[config.mk]
export PLATFORM = sky130hd
export DESIGN_NAME = toggle_rx
export DESIGN_NICKNAME = d
export VERILOG_FILES = /design/src/rtl/toggle_pkg.sv /design/src/rtl/toggle_sync.sv /design/src/rtl/toggle_rx.sv
export SDC_FILE = /design/constraint.sdc
export NUM_CORES = 1
export LEC_CHECK = 0
export CAP_MARGIN = 20
export CORE_AREA = 8 8 45 47
export DETAILED_ROUTE_END_ITERATION = 16
export DIE_AREA = 0 0 53 55
export DONT_BUFFER_PORTS = 1
export MAX_ROUTING_LAYER = met4
export PLACE_DENSITY_LB_ADDON = 0.2
export SLEW_MARGIN = 20
export SYNTH_ARGS = -nofsm -noshare
export SYNTH_HDL_FRONTEND = slang
export SYNTH_HIERARCHICAL = 1
export SYNTH_SLANG_ARGS = --single-unit
[constraint.sdc]
create_clock -name clk -period 2.3 [get_ports clk]
set_input_delay 0.69 -clock clk [delete_from_list [all_inputs] [get_ports clk]]
set_output_delay 0.69 -clock clk [all_outputs]
set_load 0.01 [all_outputs]
[src/rtl/toggle_pkg.sv]
// Shared constants for TFF-signalled event paths (transmitter and receiver).
// Latency: n/a (package only).
// Backpressure: n/a.
package toggle_pkg;

  // Level that both ends of a toggle line come out of reset at.
  localparam logic TOG_RST_LVL = 1'b0;

  // Default synchronizer depth for lines crossing in from another domain.
  localparam int TOG_SYNC_DEF = 2;

  // Legal non-zero synchronizer depths. Depth 0 is also legal
  // (same-clock source).
  localparam int TOG_SYNC_MIN = 2;
  localparam int TOG_SYNC_MAX = 4;

  function automatic bit sync_stages_ok(input int n);
    return (n == 0) || ((n >= TOG_SYNC_MIN) && (n <= TOG_SYNC_MAX));
  endfunction

endpackage

[src/rtl/toggle_sync.sv]
// Input synchronizer for a toggle line: DEPTH-flop chain, pass-through at DEPTH=0.
// Latency: DEPTH cycles. Backpressure: none (free-running level path).
// Ports: clk, rst_n (async active-low), din (raw line), dout (synchronized line).
module toggle_sync
  import toggle_pkg::*;
#(
  parameter int DEPTH = TOG_SYNC_DEF
) (
  input  logic clk,
  input  logic rst_n,
  input  logic din,
  output logic dout
);

  if (DEPTH == 0) begin : g_bypass
    // Source is already synchronous to clk; clock and reset are not needed.
    logic unused_clk_rst;
    assign unused_clk_rst = clk ^ rst_n;
    assign dout           = din;
  end else begin : g_chain
    logic [DEPTH-1:0] stage;

    // Reset to the line's idle level so release never looks like an edge.
    always_ff @(posedge clk or negedge rst_n) begin
      if (!rst_n) begin
        stage <= {DEPTH{TOG_RST_LVL}};
      end else begin
        stage[0] <= din;
        for (int i = 1; i < DEPTH; i++) begin
          stage[i] <= stage[i-1];
        end
      end
    end

    assign dout = stage[DEPTH-1];
  end

endmodule

[src/rtl/toggle_rx.sv]
// Toggle-line receiver: each level transition becomes a pulse and a queued event.
// Latency: SYNC_STAGES+1 edges from tog_in change to evt_pulse/pend_cnt update.
// Backpressure: events queue in a saturating counter drained by evt_valid/evt_ready;
//               an event arriving while full (and not accepted) is dropped and sets ovf.
// Ports: clk, rst_n, tog_in, evt_ready, ovf_clr in; evt_pulse, evt_valid,
//        pend_cnt[CNT_W], ovf, tog_level out.
module toggle_rx
  import toggle_pkg::*;
#(
  parameter int SYNC_STAGES = TOG_SYNC_DEF,
  parameter int CNT_W       = 4
) (
  input  logic             clk,
  input  logic             rst_n,
  input  logic             tog_in,
  input  logic             evt_ready,
  input  logic             ovf_clr,
  output logic             evt_pulse,
  output logic             evt_valid,
  output logic [CNT_W-1:0] pend_cnt,
  output logic             ovf,
  output logic             tog_level
);

  if (!sync_stages_ok(SYNC_STAGES)) begin : g_bad_sync_stages
    $error("toggle_rx: SYNC_STAGES must be 0 or 2..4");
  end

  localparam logic [CNT_W-1:0] CNT_ONE  = {{(CNT_W-1){1'b0}}, 1'b1};
  localparam logic [CNT_W-1:0] CNT_FULL = {CNT_W{1'b1}};

  logic             s;
  logic             prev;
  logic             det;
  logic             take;
  logic             full;
  logic             ovf_set;
  logic [CNT_W-1:0] cnt_nxt;

  toggle_sync #(
    .DEPTH (SYNC_STAGES)
  ) u_sync (
    .clk   (clk),
    .rst_n (rst_n),
    .din   (tog_in),
    .dout  (s)
  );

  assign tog_level = s;
  assign det       = s ^ prev;
  assign evt_valid = (pend_cnt != '0);
  assign take      = evt_valid & evt_ready;
  assign full      = (pend_cnt == CNT_FULL);

  // A new event and an accept in the same cycle cancel out, so a full
  // counter that is being drained never reports an overflow.
  always_comb begin
    cnt_nxt = pend_cnt;
    ovf_set = 1'b0;
    if (det && !take) begin
      if (full) begin
        ovf_set = 1'b1;
      end else begin
        cnt_nxt = pend_cnt + CNT_ONE;
      end
    end else if (!det && take) begin
      cnt_nxt = pend_cnt - CNT_ONE;
    end
  end

  // prev resets to the line idle level: a line already high at release
  // yields exactly one event (transmitter was also in reset).
  always_ff @(posedge clk or negedge rst_n) begin
    if (!rst_n) begin
      prev      <= TOG_RST_LVL;
      evt_pulse <= 1'b0;
      pend_cnt  <= '0;
      ovf       <= 1'b0;
    end else begin
      prev      <= s;
      evt_pulse <= det;
      pend_cnt  <= cnt_nxt;
      if (ovf_set) begin
        ovf <= 1'b1;
      end else if (ovf_clr) begin
        ovf <= 1'b0;
      end
    end
  end

endmodule

==> metrics.txt, run 1 <==
crit path from=pend_cnt[0]$_DFFE_PN0P_; Die Area=0.00292 mm²; # setup viols final=0; DR iter-0 viols=3; count of different cell masters after synthesis=17; Seq/Total Area, Yosys=54.4%; metal3 WL=93 µm; sequential cell area=225 µm²; DR pass1 iterations=4; WL met1=344 µm; top achievable clock speed=449 MHz; Max stage delay cell, worst path=or4_2; fin crit share=96.8%; Cell Area, Synth=414 µm²; Setup TNS=0 ns; ANT cells=0; Critical Path Max Stage Delay=0.72 ns; Root Driver=clkbuf_4; Clock Skew=0.00286 ns; fill count=146; cell chain of the critical path=buf_4 > or4_2; reg2reg start=pend_cnt[0]$_DFFE_PN0P_; Synth Flop Type=dfrtp_1; outcome=complete, no violations; total global-route track usage=6.66%; worst-margin pin slew=0.340 ns; crit path DAT=1.54 ns; Max H-tree Level=1; TritonCTS clock tree=built; Placeable Area=0.00138 mm²; share of cells above drive strength 1=35.9%; kind of critical path=reg -> out; fin area=499 µm²; Syn Inst Count=30; Post-synth EDFFs=0; Pwr Density=1360 mW/mm²; worst vdd ir=415 µV; leak pwr=0.000228 µW; Worst slew margin=77.1%; CTS max path bufs=2; Met2 Wirelength=374 µm; syn nets=38; Rows=14; DRT Wirelength=812 µm; CTS Buf Count=3; final hold vios=0; # hold bufs at CTS=0; element type at the critical path end=output pin; max cap viols=0; Period minus WS final=2.23 ns; max layer used=met3; synth-to-layout area growth=20.5%; routed length per placed instance=14.8 µm; initial antenna violation count=0; I/O pin cnt=13; Post-DP Area=472 µm²; crit path launch type=flip-flop; worst-path maximum fanout=6; Buffers on Ports=0; routed vias/inst=4.75; CTS sink count=9; number of global-route vias before repair=297; postcts setup bufs=0; unrepaired setup endpoints after global routing=no; Mean Syn Cell Area=13.8 µm²; Async SR Flop Fraction=100%; Post-DRT Antenna Nets=0; gp weighted congestion=0.694; area occupied by multi-input gates=185 µm²; Hold Path Class=in -> async; CTS resizes=0; HPWL after DPL=665 µm; Initial Util=29.9%; Nets=48; gr ovfl total=0; hold slack final=0.117 ns; wire length of the first global-routing pass=1350 µm; via count=261; fin. max-slew vios=0; Die Height=55 µm; largest net degree at the start of global routing=10; DRC viols=0; die width=53 µm; required time of the worst setup path=1.61 ns; flop and latch count out of synthesis=9; Ys Warns=6; Clock Latency Late Sink=0.26 ns; Worst-path clk slew=0.07 ns
final timing paths:
path	to	slack, ns	cells after the start
worst min register to register	u_sync/g_chain.stage[1]$_DFF_PN0_	0.36	0
worst max register to register	pend_cnt[3]$_DFFE_PN0P_	0.21	7
max in group asynchronous	pend_cnt[1]$_DFFE_PN0P_	2.11	0
worst min-delay path	ovf$_DFFE_PN0P_	0.12	0
min in group clk	u_sync/g_chain.stage[1]$_DFF_PN0_	0.36	0
worst max-delay path	evt_valid	0.07	2
placed cells by master, fill, tap and decap left out, types with 2 or more instances in the layout:
cell,Yosys,final
buf_4,0,5
ha_1,2,2
mux2_1,2,2
clkbuf_4,0,3
xor2_1,4,4
dfrtp_1,9,9
layer usage:
metal | track usage, % | vias to the layer above
li1 | - | 125
met3 | 3.48 | 0
met5 | - | -
met1 | 7.34 | 125
met2 | 9.38 | 11
met4 | 3.88 | 0
through the flow:
step	worst slack, ns	instances	total power [µW]	utilization (%)
2_1_floorplan	0.169	30	445	-
3_3_place_gp	0.215	51	557	34.1
3_5_place_dp	0.223	51	565	34.1
4_1_cts	0.0554	55	688	36.1
5_1_grt	0.0212	55	740	36.1
6_report	0.0725	55	681	36.1
layout make-up:
class	count	area share, %
Sequential cell	9	45.1
Multi-Input combinational cell	20	37.1
Timing Repair Buffer	5	7.52
Clock buffer	3	4.51
Tap cell	16	4.01
Clock inverter	1	1.00
Inverter	1	0.752
logic make-up (layout without fill, tap and decap cells):
group                    after synthesis  after routing  synth area share [%]
AND/OR/NAND/NOR                        6              6                  8.76
multiplexers                           3              3                  7.85
buffers and inverters                  1             10                 0.905
XOR/XNOR                               4              4                  8.46
flip-flops                             9              9                  54.4
AO/OA/AOI/OAI                          4              4                  8.76
adder cells (fa/ha/maj)                3              3                  10.9
power by group:
| part | total [µW] | switching [µW] | internal [µW] |
|---|---|---|---|
| registers | 237 | 32.2 | 205 |
| logic | 321 | 170 | 151 |
| clock network | 123 | 58.4 | 64.2 |
| total | 681 | 261 | 420 |
cells in the mapped netlist (2+ instances only):
cell type  count  area share (%)
mux2_1         2             5.4
xor2_1         4             8.5
ha_1           2             6.0
dfrtp_1        9              54
critical path, delay by kind of cell, from the launching register on:
kind,cells,cell delay [ns]
DFF,1,0.39
and+or+nand+nor,1,0.72
buffers and inverters,1,0.18
registers in the layout (all words and copies together), names as in the netlist:
register and cells:
pend_cnt 4, prev 1, ovf 1, u_sync/g_chain.stage 2, evt_pulse 1
(Power assumes the default switching activity.)
==> run 2: changes to the inputs <==
Settings changed: CORE_AREA 8 8 45 47 to 4 4 41 43, DIE_AREA 0 0 53 55 to 0 0 45 47.
==> metrics.txt, run 2 (synthesis gave the netlist of run 1 again) <==
# setup viols final=0 (unchanged); worst slack, placed=0.205 ns (-0.0177 ns); final hold vios=0 (unchanged); combinational power share=44.1% (-3.0 points); Top Registers=pend_cnt: 4 flops, u_sync/g_chain.stage: 2 flops; Initial Util=31.8% (+1.9 points); gp weighted congestion=0.766 (+10%); kind of critical path=reg -> out; CTS resizes=0 (unchanged); P_sw=256 µW (-1.7%); worst setup margin=0.0727 ns (+0.000220 ns); wire length of the first global-routing pass=1290 µm (-4.6%); cells on worst reg2reg path=7 (unchanged); total global-route track usage=8.91% (+2.3 points); worst-path maximum fanout=6 (unchanged); DR iter-0 viols=0 (-3); synth-to-layout area growth=18.1%; crit path DAT=1.54 ns (about the same); Post-DRT Antenna Nets=0 (unchanged); Worst slew margin=78.6% (+1.4 points); CTS Buf Count=3 (unchanged); DRT Wirelength=799 µm (-1.6%); Hold Path Class=in -> async; # hold bufs at CTS=0 (unchanged); worst vdd ir=548 µV (+32%); number of global-route vias before repair=278 (-6.4%); fin area=489 µm² (-2.0%); CTS sink count=9 (unchanged); commonest non-fill, non-tap cells in the layout=dfrtp_1 (9), xor2_1 (4), buf_4 (4), clkbuf_4 (3); Root Driver=clkbuf_4; TritonCTS clock tree=built; initial antenna violation count=0 (unchanged); gr ovfl total=0 (unchanged); CTS max path bufs=2 (unchanged); Clock Skew=0.00671 ns (+0.00385 ns); outcome=complete, no violations; Worst-path clk slew=0.06 ns (about the same); routed length per placed instance=15.1 µm (+2.1%); Reg power frac=38.1% (+3.3 points); Die Height=47 µm (-15%); fin crit share=96.8% (about the same); leak pwr=0.000220 µW (-3.3%); die width=45 µm (-15%); clock share of power=17.7% (-0.3 points); HPWL after DPL=657 µm (-1.2%); DR pass1 iterations=1 (-3); Pwr Density=1360 mW/mm² (-0.18%); commonest non-fill, non-tap cell in the layout=dfrtp_1; I/O pin cnt=13 (unchanged); Post-DP Area=463 µm² (-1.9%); share of cells above drive strength 1=31.6% (-4.3 points); DRC viols=0 (unchanged); top achievable clock speed=449 MHz (about the same); crit path launch type=flip-flop; fill count=137 (-6.2%); Reg with most FFs=pend_cnt; max cap viols=0 (unchanged); Placeable Area=0.00130 mm² (-6.0%); Sw Ratio=38.5% (+0.19 points); worst-margin pin slew=0.318 ns (-0.0214 ns); Die Area=0.00212 mm² (-27%); Largest register FFs=4 (unchanged); Buffers on Ports=0 (unchanged); Setup TNS=0 ns (unchanged); unrepaired setup endpoints after global routing=no; Max H-tree Level=1 (unchanged); required time of the worst setup path=1.61 ns (about the same); element type at the critical path end=output pin; internal power=409 µW (-2.5%); Period minus WS final=2.23 ns (-0.000220 ns); Clock Latency Late Sink=0.25 ns (about the same); Rows=13 (-1); postcts setup bufs=0 (unchanged); routed vias/inst=4.87 (+2.6%); fin. max-slew vios=0 (unchanged); Nets=47 (-2.1%); largest net degree at the start of global routing=10 (unchanged); ANT cells=0 (unchanged); via count=258 (-1.1%)
-- run 2: cell count changes in the layout (fill, tap and decap cells not counted), sizes merged --
| cell | change |
|---|---|
| buf | -1 |
| clkbuf | +1 |
| clkinv | -1 |
-- run 2: power groups by stage --
stage	clock (µW)	combinational (µW)	sequential (µW)
6_report	118	294	254
5_1_grt	132	317	259
4_1_cts	125	299	255
3_5_place_dp	0	295	258
3_3_place_gp	0	280	255
2_1_floorplan	0	155	289
-- run 2: path summary, 6_finish.rpt --
kind | start | end | slack, ns
min in group clk | u_sync/g_chain.stage[0]$_DFF_PN0_ | u_sync/g_chain.stage[1]$_DFF_PN0_ | 0.35
hold reg to reg | u_sync/g_chain.stage[0]$_DFF_PN0_ | u_sync/g_chain.stage[1]$_DFF_PN0_ | 0.35
max in group asynchronous | rst_n | u_sync/g_chain.stage[0]$_DFF_PN0_ | 2.10
setup reg to reg | pend_cnt[0]$_DFFE_PN0P_ | pend_cnt[3]$_DFFE_PN0P_ | 0.21
setup / recovery | pend_cnt[0]$_DFFE_PN0P_ | evt_valid | 0.07
hold / removal | rst_n | ovf$_DFFE_PN0P_ | 0.12
-- run 2: layout make-up --
class	count	area, µm²	share of cell area (%)
Multi-Input combinational cell	20	185	37.9
Tap cell	15	18.8	3.84
Clock buffer	4	26.3	5.37
Inverter	1	3.75	0.767
Timing Repair Buffer	4	30.0	6.14
Sequential cell	9	225	46.0
-- run 2: per-stage QoR --
step,power [µW],std cells,hold slack (ns),utilization (%)
floorplan,445,30,0.331,-
global placement,536,49,0.336,35.6
detailed placement,553,49,0.339,35.6
CTS,678,53,0.113,37.6
global route,708,53,0.106,37.6
finish,666,53,0.123,37.6
-- run 2: worst max-delay path, cell delays in order, from the launching register on --
cell     delay [ns]
dfrtp_1        0.39
buf_4          0.18
or4_2          0.72
-- run 2: metal layers --
layer	vias to the layer above	routed length, µm	global-route usage, %
met3	2	60	3.07
met2	7	385	12.1
met4	0	4	5.26
met1	125	349	11.3
li1	124	-	-
met5	-	0	-
